<file path="config.mk">
export PLATFORM = sky130hd
export DESIGN_NAME = fmeter_gate_ctrl
export DESIGN_NICKNAME = d
export VERILOG_FILES = /design/src/rtl/fmeter_pkg.sv /design/src/rtl/fmeter_gate_timer.sv /design/src/rtl/fmeter_gate_ctrl.sv
export SDC_FILE = /design/constraint.sdc
export NUM_CORES = 1
export LEC_CHECK = 0
export CAP_MARGIN = 40
export CORE_ASPECT_RATIO = 1.2
export CORE_MARGIN = 8
export CORE_UTILIZATION = 52
export DETAILED_ROUTE_END_ITERATION = 8
export GPL_TIMING_DRIVEN = 0
export PLACE_DENSITY = 0.83
export SYNTH_ARGS = -nofsm -noshare
export SYNTH_HDL_FRONTEND = slang
export SYNTH_SLANG_ARGS = --single-unit
export TNS_END_PERCENT = 100
</file>
<file path="constraint.sdc">
create_clock -name CLK -period 3.5 [get_ports CLK]
set_clock_uncertainty 0.15 [all_clocks]
set_input_delay 0.7 -clock CLK [delete_from_list [all_inputs] [get_ports CLK]]
set_output_delay 0.7 -clock CLK [all_outputs]
set_load 0.005 [all_outputs]
</file>
<file path="src/rtl/fmeter_pkg.sv">
// Shared constants for the frequency-meter gate controller:
// state codes, default gate lengths and the GATE_SEL encoding.
package fmeter_pkg;

    localparam int FM_CNT_W = 10;
    localparam int FM_TMR_W = 14;

    localparam int FM_GATE0 = 10;
    localparam int FM_GATE1 = 100;
    localparam int FM_GATE2 = 1000;
    localparam int FM_GATE3 = 10000;

    localparam logic [2:0] ST_IDLE   = 3'd0;
    localparam logic [2:0] ST_CLEAR  = 3'd1;
    localparam logic [2:0] ST_GATE   = 3'd2;
    localparam logic [2:0] ST_SETTLE = 3'd3;
    localparam logic [2:0] ST_HOLD   = 3'd4;

    localparam logic [1:0] GSEL_G0 = 2'd0;
    localparam logic [1:0] GSEL_G1 = 2'd1;
    localparam logic [1:0] GSEL_G2 = 2'd2;
    localparam logic [1:0] GSEL_G3 = 2'd3;

    function automatic int fm_gate_len(
        input logic [1:0] sel,
        input int         g0,
        input int         g1,
        input int         g2,
        input int         g3
    );
        int len;
        case (sel)
            GSEL_G0: len = g0;
            GSEL_G1: len = g1;
            GSEL_G2: len = g2;
            default: len = g3;
        endcase
        return len;
    endfunction

endpackage

</file>
<file path="src/rtl/fmeter_gate_timer.sv">
// Loadable down-counter that times the gate window.
// Stops at zero and flags it; a clear drops it straight to zero.
module fmeter_gate_timer
    import fmeter_pkg::*;
#(
    parameter int TMR_W = FM_TMR_W
) (
    input  logic             CLK,
    input  logic             RESET,
    input  logic             i_clr,
    input  logic             i_load,
    input  logic [TMR_W-1:0] i_load_val,
    input  logic             i_dec,
    output logic             o_zero
);

    logic [TMR_W-1:0] r_count;
    logic             w_zero;

    assign w_zero = (r_count == '0);

    always_ff @(posedge CLK or posedge RESET) begin
        if (RESET) begin
            r_count <= '0;
        end else if (i_clr) begin
            r_count <= '0;
        end else if (i_load) begin
            r_count <= i_load_val;
        end else if (i_dec && !w_zero) begin
            r_count <= r_count - TMR_W'(1);
        end
    end

    assign o_zero = w_zero;

endmodule

</file>
<file path="src/rtl/fmeter_gate_ctrl.sv">
// Gate controller for a frequency meter: clears the external event
// counter, opens a gate of selectable length, then latches the count.
module fmeter_gate_ctrl
    import fmeter_pkg::*;
#(
    parameter int CNT_W = FM_CNT_W,
    parameter int GATE0 = FM_GATE0,
    parameter int GATE1 = FM_GATE1,
    parameter int GATE2 = FM_GATE2,
    parameter int GATE3 = FM_GATE3,
    parameter int TMR_W = FM_TMR_W
) (
    input  logic             CLK,
    input  logic             RESET,
    input  logic             START,
    input  logic             CONT,
    input  logic             ABORT,
    input  logic [1:0]       GATE_SEL,
    input  logic [CNT_W-1:0] CNT_VALUE,
    input  logic             CNT_FULL,
    output logic             CNT_CLR,
    output logic             CNT_GATE,
    output logic [CNT_W-1:0] RESULT,
    output logic             OVERFLOW,
    output logic             VALID,
    input  logic             ACK,
    output logic             BUSY
);

    logic [2:0]       r_state;
    logic [2:0]       w_next;
    logic [1:0]       r_gsel;
    logic             r_cnt_clr;
    logic             r_cnt_gate;
    logic [CNT_W-1:0] r_result;
    logic             r_ovf;
    logic             r_valid;

    logic             w_tmr_load;
    logic             w_tmr_dec;
    logic             w_tmr_zero;
    logic [TMR_W-1:0] w_load_val;
    logic             w_capture;

    always_comb begin
        w_next = r_state;
        if (ABORT) begin
            w_next = ST_IDLE;
        end else begin
            case (r_state)
                ST_IDLE: begin
                    if (START) w_next = ST_CLEAR;
                end
                ST_CLEAR: begin
                    w_next = ST_GATE;
                end
                ST_GATE: begin
                    if (w_tmr_zero) w_next = ST_SETTLE;
                end
                ST_SETTLE: begin
                    w_next = ST_HOLD;
                end
                ST_HOLD: begin
                    if (ACK) w_next = CONT ? ST_CLEAR : ST_IDLE;
                end
                default: begin
                    w_next = ST_IDLE;
                end
            endcase
        end
    end

    // Timer holds GATEn-1 on the first gate cycle and exits at zero.
    assign w_load_val = TMR_W'(
        fm_gate_len(r_gsel, GATE0, GATE1, GATE2, GATE3) - 1);
    assign w_tmr_load = (r_state == ST_CLEAR);
    assign w_tmr_dec  = (r_state == ST_GATE);
    assign w_capture  = (r_state == ST_SETTLE) && (w_next == ST_HOLD);

    fmeter_gate_timer #(
        .TMR_W(TMR_W)
    ) u_timer (
        .CLK       (CLK),
        .RESET     (RESET),
        .i_clr     (ABORT),
        .i_load    (w_tmr_load),
        .i_load_val(w_load_val),
        .i_dec     (w_tmr_dec),
        .o_zero    (w_tmr_zero)
    );

    always_ff @(posedge CLK or posedge RESET) begin
        if (RESET) begin
            r_state <= ST_IDLE;
            r_gsel  <= GSEL_G0;
        end else begin
            r_state <= w_next;
            if (w_next == ST_CLEAR) r_gsel <= GATE_SEL;
        end
    end

    // Strobes decode the next state so they are flops aligned with it.
    always_ff @(posedge CLK or posedge RESET) begin
        if (RESET) begin
            r_cnt_clr  <= 1'b1;
            r_cnt_gate <= 1'b0;
            r_valid    <= 1'b0;
        end else begin
            r_cnt_clr  <= (w_next == ST_CLEAR);
            r_cnt_gate <= (w_next == ST_GATE);
            r_valid    <= (w_next == ST_HOLD);
        end
    end

    always_ff @(posedge CLK or posedge RESET) begin
        if (RESET) begin
            r_result <= '0;
            r_ovf    <= 1'b0;
        end else if (w_capture) begin
            r_result <= CNT_VALUE;
            r_ovf    <= CNT_FULL;
        end
    end

    assign CNT_CLR  = r_cnt_clr;
    assign CNT_GATE = r_cnt_gate;
    assign RESULT   = r_result;
    assign OVERFLOW = r_ovf;
    assign VALID    = r_valid;
    assign BUSY     = (r_state != ST_IDLE);

    a_clr_gate_excl: assert property (
        @(posedge CLK) disable iff (RESET) !(r_cnt_clr && r_cnt_gate));

endmodule
</file>
Word-level counts from Yosys, hierarchy flattened
Index checks and enable logic that the tools add are counted.
Widths: inputs -> output; s select.
Word-level totals
  input port bits: 19
  register bits: 33
Cells by class
  muxes and demuxes: 10
  add/sub/neg operators: 2
  equality and inequality tests: 9
  reduce and logical (&&, ||, !) cells: 8
Operator list (count)
  $mux 14: 3
  $pmux 14 s3: 1
  $pmux 3 s5: 1
  $logic_not 14->1: 1
  $sub 14x1->14 const B: 1
  $sub 14x2->14 const B: 1
  $mux 3: 4
  $eq 3x2->1 const B: 3
  $eq 3x1->1 const B: 2
  $eq 3x3->1 const B: 2
  $reduce_bool 3->1: 2
  $logic_not 3->1: 1
  $eq 2x1->1 const B: 1
  $eq 2x2->1 const B: 1
  $logic_and 1x1->1: 2
  $logic_not 2->1: 1
  $logic_not 1->1: 1
  $mux 1: 1

Depth between registers and ports, before layout
  depth in word-level cells: 6
  gate-level depth with buffers: 9
  gate-level depth less buffers: 9

Hierarchy
A second synthesis with hierarchy kept.
Second synthesis, totals
  cells, all modules: 180
  area, all modules: 1958.1 um^2
By module, submodules not included
  fmeter_gate_ctrl: cells each 77, area an instance 1017.2 um^2, times used 1, sequential area each 476.7 um^2
  fmeter_gate_timer: cells each 103, area an instance 940.9 um^2, times used 1, sequential area each 350.3 um^2

Worst setup path after synthesis
No wires, ideal clock.
  path type: register to register
  from: reg u_timer.r_count[0]
  to: reg r_gsel[0]
  setup slack: 1.006 ns
  stages on the path, launching flop included: 8
  buffers on the path: 0
  setup time: 0.128 ns
  required time: 3.222 ns
  period minus slack after synthesis: 2.494 ns
  data arrival time: 2.217 ns
  cell sequence: dfrtp_1 -> inv_1 -> ha_1 -> or4b_1 -> or4_4 -> o31ai_4 -> nand2_2 -> mux2_1
On the way
  longest elaborated chain between the ends: 5
Ends and longest elaborated chain
  start: declaration: RTL line fmeter_gate_timer.sv:17  | logic [TMR_W-1:0] r_count;
  start signal: assignment: RTL line fmeter_gate_timer.sv:28  | r_count <= i_load_val;
  start signal: assignment: RTL line fmeter_gate_timer.sv:30  | r_count <= r_count - TMR_W'(1);
  $logic_not 14->1: RTL line fmeter_gate_timer.sv:20  | assign w_zero = (r_count == '0);
  $mux 3: RTL line fmeter_gate_ctrl.sv:58  | if (w_tmr_zero) w_next = ST_SETTLE;
  $pmux 3 s5: RTL line fmeter_gate_ctrl.sv:50  | case (r_state)
  $mux 3: RTL line fmeter_gate_ctrl.sv:47  | if (ABORT) begin
  $eq 3x1->1: RTL line fmeter_gate_ctrl.sv:98  | if (w_next == ST_CLEAR) r_gsel <= GATE_SEL;
  end signal: assignment: RTL line fmeter_gate_ctrl.sv:95  | r_gsel <= GSEL_G0;
  end signal: assignment: RTL line fmeter_gate_ctrl.sv:98
  end: declaration: RTL line fmeter_gate_ctrl.sv:32  | logic [1:0] r_gsel;
No other way between the ends.
A chain may end at the register's enable or synchronous reset.

Worst setup path in the final report
  from: reg u_timer.r_count[0]
  to: reg r_gsel[1]
Same word-level chain as after synthesis.

==> qor.yml <==
run_status:
  status: "finished clean"
cts:
  clk_pin_slew_ns: 0.07
  cts_tree: "built"
  htreeDepth: 2
  clock-sinks: 33
  clock_path_buffers: 2
  cts_buffers: 5
  cts_root_buffer: "clkbuf_8"
  cts_setup_buffers: 0
  hold_buffers: 0
  worstSkewPairLatency_ns: 0.29
  cts_resized: 0
sta:
  maxSlewViolCount: 0
  fin_ws_ns: 0.7626
  fin_setup_tns_ns: 0
  finalCritPeriodShare_pct: 78.21
  setup_violations: 0
  period_minus_slack_ns: 2.737
  rsz0062_at_grt: "false"
  slew_headroom_pct: 47.26
  fmax_mhz: 365.3
  hold_viol: 0
  worst_pin_slew_ns: 0.7839
critical_path:
  cp_max_fo: 6
  critPathCaptureType: "flop"
  r2r-start: "u_timer.r_count[0]$_DFFE_PP0P_"
  ff2ff_path_depth: 7
  worstSetupStartpointType: "flop"
  reg2reg_setup_slack_ns: 0.76
  crit_type: "reg2reg"
  r2r_end: "r_gsel[1]$_DFFE_PP0N_"
  arrival_ns: 2.75
  worst_ep_required_time_ns: 3.52
die:
  pin_count: 34
  core_area_um2: 3543
  num_rows: 24
  dieArea_um2: 5802
  die_w_um: 70.88
  start_util_pct: 53.04
  die_h_um: 81.86
synthesis:
  post_synth_num_cell_types: 44
  yosysWarnings: 0
  synthArstFlopShare_pct: 100.0
  synth_flop_cell: "dfrtp_1"
  synth-seq-cells: 33
  postSynthCellCount: 193
  syn_area_um2: 1879
  synth_seq_area_share_pct: 44.01
  syn_avg_cell_area_um2: 9.737
  synth_edf_count: 0
  syn_nets: 223
routing:
  vias_per_cell: 5.850
  initialDrtViolationCount: 206
  ant_nets: 0
  routed_wl_mm: 4.673
  first_pass_iters: 4
  num_vias: 1603
  wl_per_cell_um: 17.05
  drc: 0
worst_hold_path:
  whs_path_depth: 1
  hp-class: "reg2reg"
  worstHoldStart: "RESULT[5]$_DFFE_PP0P_"
  min_to: "RESULT[5]$_DFFE_PP0P_"
placed_design:
  hpwl_mm: 3.405
  io_buffers: 33
  pre_cts_slack_ns: 0.8120
  gp_routability_congestion: 0.9258
grt:
  grt_max_degree: 20
  antenna_found_initial: 0
  grt_pass1_vias: 1654
  grt.overflow.total: 0
  grt_pass1_wl_mm: 7.617
  track_usage_pct: 16.59
final_layout:
  layout_common_cells: "clkdlybuf4s50_1 (33), dfrtp_1 (32), nor2_1 (18), inv_1 (15), o21ai_0 (14)"
  layout_commonest_cell: "clkdlybuf4s50_1"
  area_growth_pct: 26.23
  fillCellCount: 276
  layout.nets: 264
  antenna_cells: 0
  seqCellArea_um2: 827.0
  multi_input_area_um2: 964.7
  drive_above_1_share_pct: 12.77
power:
  p_leak_nw: 1.073
  irDropWorstVdd_mv: 0.3827
  power_density_nw_per_um2: 929.0
flow_run:
  cap_violations: 0
[report_power, final]
part	total, mW	internal (mW)	switching [mW]	leakage, nW
Sequential	0.628	0.520	0.108	0.437
Combinational	1.29	0.593	0.700	0.593
Clock	0.283	0.137	0.146	0.0439
Total	2.20	1.25	0.954	1.07
[state kept, by name (all words and copies together) (netlist names)]
name             flops
r_gsel               2
u_timer.r_count     14
CNT_CLR              1
r_state              3
OVERFLOW             1
RESULT              10
CNT_GATE             1
VALID                1
[per-stage QoR]
| stage | cells | power (mW) | cell area (um^2) | hold slack, ns | util, % |
|---|---|---|---|---|---|
| after floorplan | 193 | 1.516 | 1879 | 0.3350 | - |
| after global placement | 265 | 1.864 | 2258 | 0.3388 | 63.74 |
| after detailed placement | 266 | 1.893 | 2286 | 0.3449 | 64.51 |
| after CTS | 274 | 2.196 | 2372 | 0.3617 | 66.95 |
| after global routing | 274 | 2.378 | 2372 | 0.3862 | 66.95 |
| final | 274 | 2.204 | 2372 | 0.3568 | 66.95 |
[layout make-up]
cell class	count	area share (%)
clock buffers	5	2.901
repair buffers	34	15.08
flip-flops and latches	33	34.86
inverters	15	2.373
plain buffers	8	1.319
clock inverters	3	0.7384
well taps	39	2.057
multi-input cells	137	40.66
[how the worst max path moves through the flow]
stage,startpoint,to,cells past startpoint
global placement,u_timer.r_count[0]$_DFFE_PP0P_,r_gsel[0]$_DFFE_PP0N_,7
global route,u_timer.r_count[0]$_DFFE_PP0P_,r_gsel[0]$_DFFE_PP0N_,7
floorplan,u_timer.r_count[0]$_DFFE_PP0P_,r_gsel[0]$_DFFE_PP0N_,7
CTS,u_timer.r_count[0]$_DFFE_PP0P_,r_gsel[1]$_DFFE_PP0N_,7
finish,u_timer.r_count[0]$_DFFE_PP0P_,r_gsel[1]$_DFFE_PP0N_,7
detailed placement,u_timer.r_count[0]$_DFFE_PP0P_,r_gsel[1]$_DFFE_PP0N_,7
[worst max-delay path, cell delays in order, from the launching register on]
cell	delay, ns
dfrtp_1	0.42
inv_1	0.14
ha_1	0.15
or4b_1	0.47
or4_4	0.60
o31ai_4	0.22
nand2_2	0.12
mux2_1	0.33
[synth_stat cells, drive strengths merged (5+ instances only)]
cell type  number  area (um^2)
o22ai           5        31.28
nor3            7        35.03
a21oi           8        40.04
ha             11        137.6
nor4            5        31.28
clkbuf          6        22.52
nor2           18        67.56
nand2          12        55.06
o21ai          14        70.07
mux2           13        146.4
dfrtp          32        800.8
inv            15        56.30
[logic make-up (layout without fill, tap and decap cells)]
family | Yosys count | after routing | synth area share (%)
adders and majority gates | 11 | 11 | 7.323
xor gates and xnor gates | 2 | 2 | 0.9323
DFF | 33 | 33 | 44.01
muxes | 14 | 14 | 8.322
buffers and inverters | 23 | 65 | 4.660
AOI/OAI and AO/OA | 44 | 44 | 15.38
and+or+nand+nor | 66 | 66 | 19.37
[metal layers]
metal	vias up	track usage, %	share of wire (%)
met4	0	8.542	3.3
met5	-	0	0
met2	58	29.16	50
li1	773	-	-
met1	753	18.11	41
met3	19	4.640	5.2
(Power assumes the default switching activity.)
